**src/rtl/fifo_rd_pkg.sv**
```systemverilog
// Shared types and defaults for the FIFO read adapter.
// The optional transfer counter is enabled with the FIFO_RD_STATS_EN macro.
package fifo_rd_pkg;

    localparam int DEF_DATA_WIDTH = 8;
    localparam int DEF_CNT_WIDTH  = 16;
    localparam int SKID_DEPTH     = 2;

    typedef enum logic [1:0] {
        IDLE   = 2'd0,
        ACTIVE = 2'd1,
        DRAIN  = 2'd2
    } rd_state_e;

    // occ + infl - pop < 2, rearranged so the sum never goes negative.
    function automatic logic rd_slot_free(input logic [1:0] occ, input logic infl, input logic pop);
        return ({1'b0, occ} + {2'b00, infl}) < (3'(SKID_DEPTH) + {2'b00, pop});
    endfunction

endpackage

```
**src/rtl/fifo_rd_skid.sv**
```systemverilog
// Two-entry skid buffer that holds FIFO words until the stream sink accepts them.
// Not part of the FIFO_RD_STATS_EN option; identical in every build.
module fifo_rd_skid
    import fifo_rd_pkg::*;
#(
    parameter int DATA_WIDTH = DEF_DATA_WIDTH
) (
    input  logic                  clk,
    input  logic                  rst_n,
    input  logic                  push,
    input  logic [DATA_WIDTH-1:0] push_data,
    input  logic                  pop,
    output logic [1:0]            occ,
    output logic [DATA_WIDTH-1:0] head_data
);

    logic [DATA_WIDTH-1:0] mem [SKID_DEPTH];
    logic                  wr_ptr;
    logic                  rd_ptr;
    logic                  push_ok;
    logic                  pop_ok;

    // The adapter never overfills or underflows; these guards keep the buffer sane regardless.
    assign pop_ok  = pop && (occ != 2'd0);
    assign push_ok = push && ((occ != 2'(SKID_DEPTH)) || pop_ok);

    always_ff @(posedge clk or negedge rst_n) begin
        if (!rst_n) begin
            mem[0] <= '0;
            mem[1] <= '0;
            wr_ptr <= 1'b0;
            rd_ptr <= 1'b0;
            occ    <= 2'd0;
        end else begin
            if (push_ok) begin
                mem[wr_ptr] <= push_data;
                wr_ptr      <= ~wr_ptr;
            end
            if (pop_ok) begin
                rd_ptr <= ~rd_ptr;
            end
            case ({push_ok, pop_ok})
                2'b10:   occ <= occ + 2'd1;
                2'b01:   occ <= occ - 2'd1;
                default: occ <= occ;
            endcase
        end
    end

    assign head_data = mem[rd_ptr];

endmodule

```
**src/rtl/fifo_rd_adapter.sv**
```systemverilog
// Converts a FIFO with 1-cycle read latency into a valid/ready stream with graceful drain.
// Define FIFO_RD_STATS_EN to add the xfer_count transfer counter.
//
// state  | meaning
// IDLE   | stopped, no reads, buffer empty
// ACTIVE | issuing reads whenever the buffer has room
// DRAIN  | no new reads; delivering buffered/in-flight words before IDLE
module fifo_rd_adapter
    import fifo_rd_pkg::*;
#(
    parameter int DATA_WIDTH = DEF_DATA_WIDTH,
    parameter int CNT_WIDTH  = DEF_CNT_WIDTH
) (
    input  logic                  clk,
    input  logic                  rst_n,
    input  logic                  enable,
    input  logic                  fifo_empty,
    output logic                  fifo_rd_en,
    input  logic [DATA_WIDTH-1:0] fifo_dout,
    output logic                  m_valid,
    input  logic                  m_ready,
    output logic [DATA_WIDTH-1:0] m_data,
    output logic                  busy
`ifdef FIFO_RD_STATS_EN
    ,
    output logic [CNT_WIDTH-1:0]  xfer_count
`endif
);

    if (DATA_WIDTH < 1 || CNT_WIDTH < 1) begin : g_bad_param
        $error("fifo_rd_adapter: DATA_WIDTH and CNT_WIDTH must be at least 1");
    end

    rd_state_e state;
    logic      infl;
    logic      xfer;
    logic [1:0] occ;

    assign m_valid    = (occ != 2'd0);
    assign xfer       = m_valid && m_ready;
    assign fifo_rd_en = (state == ACTIVE) && !fifo_empty && rd_slot_free(occ, infl, xfer);

    always_ff @(posedge clk or negedge rst_n) begin
        if (!rst_n) begin
            state <= IDLE;
            busy  <= 1'b0;
            infl  <= 1'b0;
        end else begin
            // A read strobed this cycle has its data on fifo_dout next cycle.
            infl <= fifo_rd_en;
            unique case (state)
                IDLE: begin
                    if (enable) begin
                        state <= ACTIVE;
                        busy  <= 1'b1;
                    end
                end
                ACTIVE: begin
                    if (!enable) begin
                        state <= DRAIN;
                    end
                end
                DRAIN: begin
                    if (enable) begin
                        state <= ACTIVE;
                    end else if (occ == 2'd0 && !infl) begin
                        state <= IDLE;
                        busy  <= 1'b0;
                    end
                end
                default: begin
                    state <= IDLE;
                    busy  <= 1'b0;
                end
            endcase
        end
    end

    fifo_rd_skid #(
        .DATA_WIDTH(DATA_WIDTH)
    ) u_skid (
        .clk       (clk),
        .rst_n     (rst_n),
        .push      (infl),
        .push_data (fifo_dout),
        .pop       (xfer),
        .occ       (occ),
        .head_data (m_data)
    );

`ifdef FIFO_RD_STATS_EN
    always_ff @(posedge clk or negedge rst_n) begin
        if (!rst_n) begin
            xfer_count <= '0;
        end else if (xfer) begin
            xfer_count <= xfer_count + CNT_WIDTH'(1);
        end
    end
`endif

endmodule

```
**config.mk**
```make
export PLATFORM = sky130hd
export DESIGN_NAME = fifo_rd_adapter
export DESIGN_NICKNAME = d
export VERILOG_FILES = /design/src/rtl/fifo_rd_pkg.sv /design/src/rtl/fifo_rd_skid.sv /design/src/rtl/fifo_rd_adapter.sv
export SDC_FILE = /design/constraint.sdc
export NUM_CORES = 1
export LEC_CHECK = 0
export BUFFER_PORTS_ARGS = -buffer_cell sky130_fd_sc_hd__clkbuf_2
export CORE_MARGIN = 2
export CORE_UTILIZATION = 50
export CTS_CLUSTER_SIZE = 40
export DETAILED_ROUTE_END_ITERATION = 7
export GPL_TIMING_DRIVEN = 1
export PLACE_DENSITY = 0.74
export SYNTH_ARGS = -nofsm -noshare
export SYNTH_HDL_FRONTEND = slang
export SYNTH_HIERARCHICAL = 1
export SYNTH_SLANG_ARGS = --single-unit
export TNS_END_PERCENT = 5
```
**constraint.sdc**
```tcl
create_clock -name clk -period 2.6 [get_ports clk]
set_input_delay 0.52 -clock clk [delete_from_list [all_inputs] [get_ports clk]]
set_output_delay 0.52 -clock clk [all_outputs]
set_load 0.05 [all_outputs]
```
## Yosys cells after proc, flatten, opt, wreduce, memory -nomap -nowiden

Cells that the tools add are included.
W data, S select, Z words.

| word-level totals | value |
|---|---|
| bits in registers | 24 |
| logic and storage cells | 63 |
| input bits | 13 |
| output and inout port bits | 11 |

| cells by class | value |
|---|---|
| equality and inequality tests | 10 |
| bitwise gates (word level) | 5 |
| reduce and logical (&&, ||, !) cells | 16 |
| $add $sub $neg | 4 |
| magnitude comparators | 4 |
| multiplexer cells | 16 |

Operators by type and width:

| operator | count |
|---|---|
| $mux W8 | 4 |
| $bwmux W16 | 1 |
| $ne A2 B2 Y1 const B | 5 |
| $demux W8 S1 | 1 |
| $mux W2 | 4 |
| $logic_and A1 B1 Y1 | 7 |
| $pmux W2 S3 | 1 |
| $eq A2 B1 Y1 const B | 2 |
| $eq A2 B2 Y1 const B | 2 |
| $ge A2 B2 Y1 const B | 2 |
| $logic_not A2 Y1 | 2 |
| $not A1 Y2 | 2 |
| $pmux W2 S2 | 1 |
| $reduce_and A4 Y1 | 1 |
| $reduce_bool A2 Y1 | 2 |
| $add A2 B1 Y3 | 1 |
| $add A2 B1 Y3 const A | 1 |
| $lt A3 B3 Y1 | 1 |
| $mux W1 | 3 |
| $ne A3 B3 Y1 const B | 1 |
| $not A1 Y1 | 3 |
| $pmux W1 S3 | 1 |
| $reduce_and A3 Y1 | 1 |
| $add A2 B1 Y2 const B | 1 |
| 4 further kinds | 5 |

## Depth between registers and ports, before layout

Gate-level depths: netlist of run 1.

| logic depth | value |
|---|---|
| depth after elaboration | 7 |
| gate-level depth with buffers | 7 |
| mapped depth without buffers | 7 |

## Hierarchy

The synthesis of run 1 kept the hierarchy.

Modules (own cells, without submodules):

| module | cells each | sequential area each (um^2) | instances | area each (um^2) |
|---|---|---|---|---|
| fifo_rd_skid | 58 | 500.5 | 1 | 889.6 |
| fifo_rd_adapter | 19 | 100.1 | 1 | 229.0 |

## Least setup slack after synthesis of run 1

OpenSTA, ideal clock, no wires.

| path | value |
|---|---|
| kind | reg2out |
| start | register u_skid.occ[0] |
| end | output port fifo_rd_en |
| data required time | 2080 ps |
| stages on the path, launching flop included | 4 |
| buffers on the path | 0 |
| arrival | 1673 ps |
| slack | 407 ps |
| path through | dfrtp_1 > ha_1 > nand2b_2 > a2111oi_4 |

| between the ends | value |
|---|---|
| longest elaborated chain between the ends | 5 |
| elaborated cells between the ends (all ways) | 6 |
| classes of those cells | 2 x add/sub; 1 x order compare; 3 x reduce/logical |

RTL lines:

| element | line | RTL |
|---|---|---|
| from (decl) | fifo_rd_skid.sv:13 | `output logic [1:0] occ,` |
| from (signal assigned) | fifo_rd_skid.sv:43 | `2'b10: occ <= occ + 2'd1;` |
| from (signal assigned) | fifo_rd_skid.sv:44 | `2'b01: occ <= occ - 2'd1;` |
| $reduce_bool A2 Y1 | fifo_rd_adapter.sv:39 | `assign m_valid = (occ != 2'd0);` |
| $logic_and A1 B1 Y1 | fifo_rd_adapter.sv:40 | `assign xfer = m_valid && m_ready;` |
| $add A2 B1 Y3 | fifo_rd_pkg.sv:17 | `return ({1'b0, occ} + {2'b00, infl}) < (3'(SKID_DEPTH) + {2'b00, pop});` |
| $lt A3 B3 Y1 (*) | fifo_rd_pkg.sv:17 |  |
| $logic_and A1 B1 Y1 (*) | fifo_rd_adapter.sv:41 | `assign fifo_rd_en = (state == ACTIVE) && !fifo_empty && rd_slot_free(occ, infl, xfer);` |
| to (decl) | fifo_rd_adapter.sv:18 | `output logic fifo_rd_en,` |

Every way passes the cells marked *; elsewhere a longest branch is shown, timed or not.

## Final worst setup path of run 1

Ends and elaborated chain as after synthesis.

==> qor.yml, run 1 <==
setup_path:
  r2r_setup_slack_ns: 0.74
  crit_slowest_cell: "dfrtp_1"
  r2r_cells: 6
  cpPeakStageDelay_ns: 0.49
  cp-end-kind: "output port"
  r2r-start: "u_skid/occ[0]"
  start_kind: "flop"
  crit_family: "flip-flops"
  arrival_ns: 1.93
  worstSetupPathType: "reg -> out"
  r2r_end: "u_skid/occ[1]"
  cp.required_ns: 2.08
  path_buf_inv: 1
  crit_fanout: 7
  crit_chain: "ha_1 > nand2b_2 > a2111oi_4 > buf_2"
die:
  pin_count: 24
  die_h_um: 51.30
  dieWidth_um: 51.30
  start_util: 0.5156
  num_rows: 17
  coreArea_um2: 2170
  die-area_um2: 2632
placement:
  post-place-cells: 127
  io_buffers: 23
  gp_congestion: 0.7522
  place.detailed.hpwl_mm: 1.397
layout:
  num-nets-final: 120
  syn_to_final_growth_pct: 15.10
  num_antenna_cells: 0
  stdcell_count: 130
  drive_gt1_frac: 0.5490
  mostFrequentLayoutCells: "24 x dfrtp_1, 24 x mux2_2, 22 x clkbuf_2"
  num-fill-cells: 189
timing:
  max_freq_ghz: 0.4082
  worst_pin_slew_ns: 0.5939
  setup_tns_ns: 0
  min_period_ns: 2.450
  period_share: 0.9423
  hold_viol: 0
  setup_violations: 0
  slew_headroom: 0.6041
  drv_slew: 0
  clock_skew_ns: 0.004304
  rsz0062_at_grt: "no"
worst_hold_path:
  hold_path.class: "in -> async"
clocking:
  ctsResizeCount: 0
  clkTransAtPathRegs_ns: 0.12
  cts.path.max_buffers: 2
  cts-root-buf: "clkbuf_4"
  cts_setup_buffers: 0
  ctsHoldBuffers: 0
  cts_inserted_buffers: 3
  htree_levels: 1
  insertion_delay_ns: 0.30
  cts_tree: "built"
  cts_sinks: 24
routing:
  wl_per_cell_um: 14.22
  first_iter_violations: 2
  via_count: 682
  firstDrtPassIters: 4
  routed_wl_mm: 1.849
  avgViaCountPerCell: 5.246
  ant_nets: 0
  drcViolationCount: 0
synthesis:
  yosysWarnings: 6
  ys_seq_elements: 24
  postSynthCellCount: 77
  ys_types: 23
  synth_seq_area_share: 0.5369
  syn_area_per_cell_um2: 14.53
  synth_area_um2: 1119
  syn_nets: 93
job:
  max_cap_violations: 0
global_route:
  grt_pass1_vias: 709
  grt_antenna_before_repair: 0
  grt_pass1_wl_mm: 3.091
  grt_use_total: 0.1653
  grt_start_max_net_pins: 25
  grt_overflow_total: 0
run_status:
  outcome: "finished clean"
[area by class of cell]
class / instances / area [um^2] / share of cell area
Tap cell: 28 / 35.03 / 0.02721
Inverter: 2 / 7.507 / 0.005831
Sequential cell: 24 / 600.6 / 0.4665
Clock buffer: 3 / 22.52 / 0.01749
Timing Repair Buffer: 23 / 115.1 / 0.08941
Multi-Input combinational cell: 50 / 506.7 / 0.3936
[worst register-to-register path: stages, from the launching register on]
cell and delay, ns:
dfrtp_1 0.49, o21a_2 0.26, nor3b_2 0.31, nand2b_1 0.20
ha_1 0.27, nor2_1 0.13, xor2_1 0.14
[cells by family (layout without fill, tap and decap cells)]
group | Yosys count | in the layout | share of synthesized area
compound gates | 8 | 8 | 0.06937
mux | 24 | 24 | 0.2416
flops | 24 | 24 | 0.5369
xor+xnor | 5 | 5 | 0.03916
buf+inv | 3 | 28 | 0.01007
fa+ha+maj | 3 | 3 | 0.03356
simple gates | 10 | 10 | 0.06935
[Yosys cell counts]
library cell  count  area (um^2)
dfrtp_1          24        600.6
mux2_2           24        270.3
ha_1              3        37.54
xnor2_1           3        26.28
a21oi_1           2        10.01
inv_1             2        7.510
nand2b_1          2        12.51
xor2_1            2        17.52
a2111oi_4         1        27.53
a21boi_1          1        7.510
clkbuf_1          1        3.750
nand2_1           1        3.750
nand2b_2          1        8.760
nor2_1            1        3.750
nor2_2            1        6.260
nor3_1            1        5.000
nor3b_2           1        12.51
nor3b_4           1        18.77
o211ai_1          1        7.510
o21a_1            1        7.510
o21a_2            1        8.760
o32ai_1           1        8.760
or2_1             1        6.260
[how the worst max path moves through the flow]
stage / start / to / slack, ns / cells after the start
6_report: u_skid/occ[0] / fifo_rd_en / 0.15 / 4
2_1_floorplan: u_skid/occ[0] / fifo_rd_en / 0.41 / 3
4_1_cts: u_skid/occ[0] / fifo_rd_en / 0.10 / 4
5_1_grt: u_skid/occ[0] / fifo_rd_en / 0.02 / 4
3_3_place_gp: u_skid/occ[0] / fifo_rd_en / 0.50 / 4
3_5_place_dp: u_skid/occ[0] / fifo_rd_en / 0.47 / 4
[metal layers]
layer | part of all wire | routed length, um | up-vias | GRT usage
met1 | 0.42 | 776 | 336 | 0.1836
li1 | - | - | 328 | -
met4 | 0.0070 | 13 | 0 | 0.07895
met2 | 0.52 | 963 | 16 | 0.3009
met5 | 0 | 0 | - | 0
met3 | 0.051 | 95 | 2 | 0.03216
[state kept, by name, summed over array words and instances, names as in the netlist]
signal	cells
busy	1
infl	1
state	2
u_skid/mem	16
u_skid/occ	2
u_skid/rd_ptr	1
u_skid/wr_ptr	1
[metrics by stage]
step / area, um^2 / utilization / setup slack, ns / hold slack [ns]
global route: 1287 / 0.5934 / 0.01589 / 0.2191
floorplan: 1119 / - / 0.4074 / 0.2244
detailed placement: 1265 / 0.5830 / 0.4666 / 0.4900
finish: 1287 / 0.5934 / 0.1501 / 0.1971
CTS: 1287 / 0.5934 / 0.1014 / 0.2033
global placement: 1265 / 0.5830 / 0.4966 / 0.4815
Power of run 1 is left out: the tool's default activity adds up to more than one toggle a clock period on the data nets, which glitch-free logic cannot reach.
==> inputs of run 2 (changes only) <==
--- a/config.mk
+++ b/config.mk
@@ -6,12 +6,13 @@
 export NUM_CORES = 1
 export LEC_CHECK = 0
 export BUFFER_PORTS_ARGS = -buffer_cell sky130_fd_sc_hd__clkbuf_2
+export CORE_ASPECT_RATIO = 1.75
 export CORE_MARGIN = 2
-export CORE_UTILIZATION = 50
+export CORE_UTILIZATION = 47
 export CTS_CLUSTER_SIZE = 40
 export DETAILED_ROUTE_END_ITERATION = 7
 export GPL_TIMING_DRIVEN = 1
-export PLACE_DENSITY = 0.74
+export PLACE_DENSITY = 0.73
 export SYNTH_ARGS = -nofsm -noshare
 export SYNTH_HDL_FRONTEND = slang
 export SYNTH_HIERARCHICAL = 1
==> constraint.sdc (replaced) <==
create_clock -name clk -period 2.12 [get_ports clk]
set_input_delay 0.424 -clock clk [delete_from_list [all_inputs] [get_ports clk]]
set_output_delay 0.424 -clock clk [all_outputs]
set_load 0.05 [all_outputs]
==> qor.yml, run 2 (synthesis results as in run 1) <==
routing:
  ant_nets: 0  # unchanged
  via_count: 705  # +3.4%
  wl_per_cell_um: 14.62  # +2.8%
  avgViaCountPerCell: 5.423  # +3.4%
  firstDrtPassIters: 4  # unchanged
  first_iter_violations: 7  # +5
  routed_wl_mm: 1.901  # +2.8%
  drcViolationCount: 0  # unchanged
clocking:
  cts_setup_buffers: 0  # unchanged
  cts.path.max_buffers: 2  # unchanged
  cts_sinks: 24  # unchanged
  cts_tree: "built"
  cts_inserted_buffers: 3  # unchanged
  insertion_delay_ns: 0.26  # -0.04 ns
  htree_levels: 1  # unchanged
  clkTransAtPathRegs_ns: 0.08  # -0.04 ns
  cts-root-buf: "clkbuf_8"
placement:
  gp_congestion: 0.6892  # -8.4%
  io_buffers: 23  # unchanged
  post-place-cells: 126  # -0.79%
  place.detailed.hpwl_mm: 1.453  # +4.1%
  post-place-ws_ns: 0.1785  # -0.2880 ns
global_route:
  grt_start_max_net_pins: 25  # unchanged
  grt_overflow_total: 0  # unchanged
  grt_antenna_before_repair: 0  # unchanged
  grt_pass1_wl_mm: 2.967  # -4.0%
  grt_use_total: 0.1587  # -0.006580
  grt_pass1_vias: 696  # -1.8%
power:
  p_int_w: 0.001345
  swShare: 0.4434
  switchingPower_w: 0.001072
  power.density_nw_per_um2: 1757
  combPwrFrac: 0.531
  pwr-share-clk: 0.124
  ir_worst_vdd_mv: 0.7321
  cellLeakagePower_nw: 0.6110
  seqPwrFrac: 0.345
setup_path:
  crit_slowest_cell: "dfrtp_1"
  arrival_ns: 1.66  # -0.27 ns
  worstSetupPathType: "reg -> out"
  r2r-start: "u_skid/occ[0]"
  r2r_cells: 7  # +1
  r2r_setup_slack_ns: 0.16  # -0.58 ns
  crit_end: "fifo_rd_en"
  start_kind: "flop"
  crit_fanout: 2  # -5
  cp.required_ns: 1.70  # -0.38 ns
  cpPeakStageDelay_ns: 0.41  # -0.08 ns
  critPathLaunch: "infl"
  r2r_end: "u_skid/occ[1]"
  cp-end-kind: "output port"
  crit_chain: "ha_4 > nand2b_4 > a2111oi_4 > clkbuf_8"
die:
  dieWidth_um: 40.88  # -20%
  die_h_um: 68.54  # +34%
  die-area_um2: 2801  # +6.4%
  num_rows: 23  # +6
  coreArea_um2: 2273  # +4.8%
  pin_count: 24  # unchanged
  start_util: 0.4920  # -0.02355
worst_hold_path:
  hold_path.class: "in -> async"
layout:
  stdcell_count: 130  # unchanged
  num-nets-final: 122  # +1.7%
  largest_reg_flops: 16  # unchanged
  num_antenna_cells: 0  # unchanged
  syn_to_final_growth_pct: 22.93
  mostFrequentLayoutCells: "24 x mux2_2, 23 x dfrtp_1, 22 x clkbuf_2"
  drive_gt1_frac: 0.5905  # +0.04146
  final_common_cell: "mux2_2"
  post-route-util: 0.6048  # +0.01142
  num-fill-cells: 187  # -1.1%
  regMostFlops: "u_skid/mem"
  reg_top3: "u_skid/mem (16), state (2), u_skid/occ (2)"
timing:
  hold_viol: 0  # unchanged
  period_share: 0.9820
  clock_skew_ns: 0.001062  # -0.003242 ns
  rsz0062_at_grt: "yes"
  min_period_ns: 2.082
  worst_pin_slew_ns: 0.5738  # -0.02004 ns
  setup_tns_ns: 0  # unchanged
  setup_ws_ns: 0.03819  # -0.1119 ns
  drv_slew: 0  # unchanged
  hold-worst-slack_ns: 0.1432  # -0.05384 ns
  setup_violations: 0  # unchanged
  slew_headroom: 0.6175  # +0.01336
  max_freq_ghz: 0.4804
job:
  max_cap_violations: 0  # unchanged
run_status:
  outcome: "finished clean"
## run 2: through the flow
stage / power, W / cell area, um^2
floorplan: 0.001817 / 1119
global placement: 0.002036 / 1276
detailed placement: 0.002080 / 1276
CTS: 0.002418 / 1355
global route: 0.002560 / 1375
finish: 0.002417 / 1375
## run 2: final cells by class
class                           instances  area (um^2)  share of cell area
Inverter                                2        7.507            0.005460
Multi-Input combinational cell         50        536.8              0.3904
Timing Repair Buffer                   25        142.6              0.1037
Tap cell                               25        31.28             0.02275
Clock buffer                            4        55.05             0.04004
Sequential cell                        24        601.8              0.4377
## run 2: worst max-delay path, delay by kind of cell, from the launching register on
| family | cells | cell delay, ns |
|---|---|---|
| flip-flops | 1 | 0.41 |
| AO/OA/AOI/OAI | 1 | 0.36 |
| buffers and inverters | 1 | 0.25 |
| AND/OR/NAND/NOR | 1 | 0.14 |
| adder cells (fa/ha/maj) | 1 | 0.24 |
## run 2: worst min-delay path by stage
stage | cells after the start | end | slack, ns | from
global route | 1 | u_skid/mem[3] | 0.20 | rst_n
floorplan | 0 | busy | 0.13 | rst_n
global placement | 1 | u_skid/mem[2] | 0.45 | rst_n
finish | 1 | u_skid/mem[8] | 0.14 | rst_n
CTS | 1 | u_skid/mem[8] | 0.16 | rst_n
detailed placement | 1 | u_skid/mem[8] | 0.45 | rst_n
## run 2: what timing repair did
action | in CTS | in global routing
cloned | 0 | 0
hold buffers | 0 | 0
pin swaps | 1 | 1
setup endpoints to repair | 1 | 1
resized for setup | 4 | 4
## run 2: power by group through the flow
| stage | combinational (W) | sequential, W | clock [W] |
|---|---|---|---|
| 6_report | 0.00128 | 0.000834 | 0.000301 |
| 5_1_grt | 0.00135 | 0.000871 | 0.000336 |
| 4_1_cts | 0.00128 | 0.000829 | 0.000314 |
| 3_5_place_dp | 0.00125 | 0.000833 | 0 |
| 3_3_place_gp | 0.00122 | 0.000813 | 0 |
| 2_1_floorplan | 0.00102 | 0.000792 | 0 |
## run 2: per-layer routing
metal / global-route usage / share of wire / routed length (um)
met5: 0 / 0 / 0
met4: 0.07500 / 0.011 / 21
met3: 0.01923 / 0.036 / 69
met2: 0.2695 / 0.58 / 1106
met1: 0.1868 / 0.37 / 703
Power figures use the tool's default switching activity.
==> inputs of run 3 (changes only) <==
--- a/config.mk
+++ b/config.mk
@@ -5,14 +5,15 @@
 export SDC_FILE = /design/constraint.sdc
 export NUM_CORES = 1
 export LEC_CHECK = 0
+export ABC_AREA = 1
 export BUFFER_PORTS_ARGS = -buffer_cell sky130_fd_sc_hd__clkbuf_2
-export CORE_ASPECT_RATIO = 1.75
+export CORE_ASPECT_RATIO = 0.5
 export CORE_MARGIN = 2
-export CORE_UTILIZATION = 47
+export CORE_UTILIZATION = 49
 export CTS_CLUSTER_SIZE = 40
 export DETAILED_ROUTE_END_ITERATION = 7
 export GPL_TIMING_DRIVEN = 1
-export PLACE_DENSITY = 0.73
+export PLACE_DENSITY = 0.87
 export SYNTH_ARGS = -nofsm -noshare
 export SYNTH_HDL_FRONTEND = slang
 export SYNTH_HIERARCHICAL = 1
==> qor.yml, run 3 <==
run_status:
  outcome: "finished clean"
placement:
  gp_congestion: 0.7914  # +15%
  place.detailed.hpwl_mm: 1.748  # +20%
  io_buffers: 23  # unchanged
  post-place-ws_ns: 0.2886  # +0.1101 ns
  post_dp_cell_area_um2: 1410  # +10%
synthesis:
  yosys_most_used_dff: "dfrtp_1"
  syn_area_per_cell_um2: 8.413  # -42%
  synth-edff-count: 0  # unchanged
  yosysMostFrequentCell: "nand2_1"
  ys_types: 26  # +13%
  synth_commonest_cells: "65 x nand2_1, 24 x dfrtp_1, 18 x nand4_1, 8 x inv_1, 6 x nand3_1"
  synth_area_leader_cell: "dfrtp_1"
  synthTopCellsByArea: "dfrtp_1 47%, nand2_1 19%, nand4_1 8.8%"
  yosysWarnings: 6  # unchanged
  ys_seq_elements: 24  # unchanged
  syn_nets: 168  # +81%
  synthArstFlopShare: 1.000  # unchanged
  synth_area_um2: 1279  # +14%
  postSynthCellCount: 152  # +97%
  yosysTopAreaCellShare: 0.4697  # -0.06725
  synth_seq_area_share: 0.4697  # -0.06725
layout:
  postLayoutCellArea_um2: 1473  # +7.1%
  drive_gt1_frac: 0.2486  # -0.3419
  num-nets-final: 194  # +59%
  largest_reg_flops: 16  # unchanged
  syn_to_final_growth_pct: 15.17
  regMostFlops: "u_skid/mem"
  reg_top3: "u_skid/mem (16), state (2), u_skid/occ (2)"
  final_common_cell: "nand2_1"
  num_antenna_cells: 0  # unchanged
  mostFrequentLayoutCells: "65 x nand2_1, 23 x dfrtp_1, 22 x clkbuf_2"
  post-route-util: 0.5804  # -0.02447
  seqCellArea_um2: 601.8  # unchanged
  num-fill-cells: 223  # +19%
  multi_input_area_um2: 555.5  # +3.5%
power:
  power.density_nw_per_um2: 1656  # -5.8%
  ir_worst_vdd_mv: 0.9009  # +23%
  total_power_w: 0.002438  # +0.90%
  cellLeakagePower_nw: 0.8123  # +33%
clocking:
  cts_setup_buffers: 0  # unchanged
  ctsHoldBuffers: 0  # unchanged
  cts.path.max_buffers: 2  # unchanged
  cts_sinks: 24  # unchanged
  clkTransAtPathRegs_ns: 0.08  # about the same
  cts-root-buf: "clkbuf_8"
  cts_inserted_buffers: 3  # unchanged
  insertion_delay_ns: 0.26  # about the same
  htree_levels: 1  # unchanged
  cts_tree: "built"
global_route:
  grt_pass1_vias: 872  # +25%
  grt_overflow_total: 0  # unchanged
  grt_pass1_wl_mm: 3.781  # +27%
  grt_use_total: 0.1668  # +0.008113
  grt_start_max_net_pins: 25  # unchanged
  grt_antenna_before_repair: 0  # unchanged
setup_path:
  arrival_ns: 1.58  # -0.08 ns
  cp.required_ns: 1.70  # about the same
  r2r_setup_slack_ns: 0.27  # +0.11 ns
  crit_fanout: 7  # +5
  r2r_end: "u_skid/occ[1]"
  r2r_cells: 11  # +4
  worstSetupPathType: "reg -> out"
  cp-end-kind: "output port"
  r2r-start: "u_skid/occ[1]"
  start_kind: "flop"
timing:
  period_share: 0.9459  # -0.03611
  clock_skew_ns: 0.002249  # +0.001187 ns
  slew_headroom: 0.6063  # -0.01114
  setup_ws_ns: 0.1147  # +0.07655 ns
  hold_viol: 0  # unchanged
  setup_violations: 0  # unchanged
  drv_slew: 0  # unchanged
  worst_pin_slew_ns: 0.5905  # +0.01671 ns
  min_period_ns: 2.005  # -0.07655 ns
  max_freq_ghz: 0.4987  # +3.8%
die:
  start_util: 0.5039  # +0.01192
  coreArea_um2: 2537  # +12%
  num_rows: 13  # -43%
  dieWidth_um: 76.25  # +87%
  pin_count: 24  # unchanged
  die_h_um: 40.12  # -41%
  die-area_um2: 3059  # +9.2%
routing:
  avgViaCountPerCell: 5.014  # -7.5%
  first_iter_violations: 33  # +26
  drcViolationCount: 0  # unchanged
  routed_wl_mm: 2.450  # +29%
  firstDrtPassIters: 4  # unchanged
  via_count: 1073  # +52%
  wl_per_cell_um: 11.45  # -22%
  ant_nets: 0  # unchanged
worst_hold_path:
  hold_path.class: "in -> async"
job:
  max_cap_violations: 0  # unchanged
==> run 3: cell count changes in the layout (fill, tap and decap cells not counted), sizes merged, moves of 3 or more <==
cell / before / now
nand4: 0 / 18
nand2: 1 / 66
mux2: 24 / 0
nand2b: 3 / 0
nand3: 0 / 9
inv: 2 / 13
==> run 3: worst max-delay path, cell delays in order (launching register included) <==
cell	delay, ns
dfrtp_2	0.46
ha_1	0.20
ha_1	0.17
nor2_1	0.08
nand3_1	0.08
a21oi_2	0.15
buf_6	0.18
==> run 3: final cells by class <==
cell class | instances | area share
Sequential cell | 24 | 0.4087
Clock buffer | 4 | 0.03738
Multi-Input combinational cell | 108 | 0.3772
Tap cell | 37 | 0.03144
Inverter | 15 | 0.04758
Timing Repair Buffer | 26 | 0.09771
==> run 3: kinds of logic (layout without fill, tap and decap cells) <==
logic type      Yosys count  count (layout)  synth area share
xor+xnor                  2               2           0.01370
flops                    24              24            0.4697
compound gates            5               5           0.02445
fa+ha+maj                 3               3           0.02936
simple gates             98              98            0.3669
buf+inv                  20              45           0.09588
==> run 3: layer usage <==
metal  vias up  part of all wire  routed length (um)  GRT usage
met1       508              0.48                1177     0.1978
met2        16              0.48                1186     0.3119
li1        547                 -                   -          -
met5         -                 0                   0          0
met4         0            0.0078                  19    0.05455
met3         2             0.027                  66    0.04730
==> run 3: per-stage QoR <==
stage,TNS (ns),hold WS [ns],std cells
after floorplan,0,0.1284,152
after global placement,0,0.4485,210
after global routing,-0.02677,0.1793,214
after detailed placement,0,0.4576,210
final,0,0.1484,214
after CTS,0,0.1672,214
==> run 3: timing repair <==
action                                  in CTS  in global routing
endpoints found under the hold margin        0                  0
endpoints found under the setup margin       1                  1
gates resized for setup                      1                  3
==> run 3: worst max-delay path by stage <==
stage / start / endpoint / slack (ns) / depth (start not counted)
after floorplan: u_skid/occ[1] / u_skid/occ[1] / 0.20 / 11
after global placement: u_skid/occ[0] / fifo_rd_en / 0.31 / 6
after detailed placement: u_skid/occ[0] / fifo_rd_en / 0.29 / 6
after CTS: u_skid/occ[0] / fifo_rd_en / 0.04 / 6
after global routing: u_skid/occ[0] / fifo_rd_en / -0.03 / 6
final: u_skid/occ[0] / fifo_rd_en / 0.11 / 6
==> run 3: where the power goes <==
group / internal [W] / switching (W)
clock network: 0.000166 / 0.000137
registers: 0.000653 / 0.000170
logic: 0.000381 / 0.000932
total: 0.00120 / 0.00124
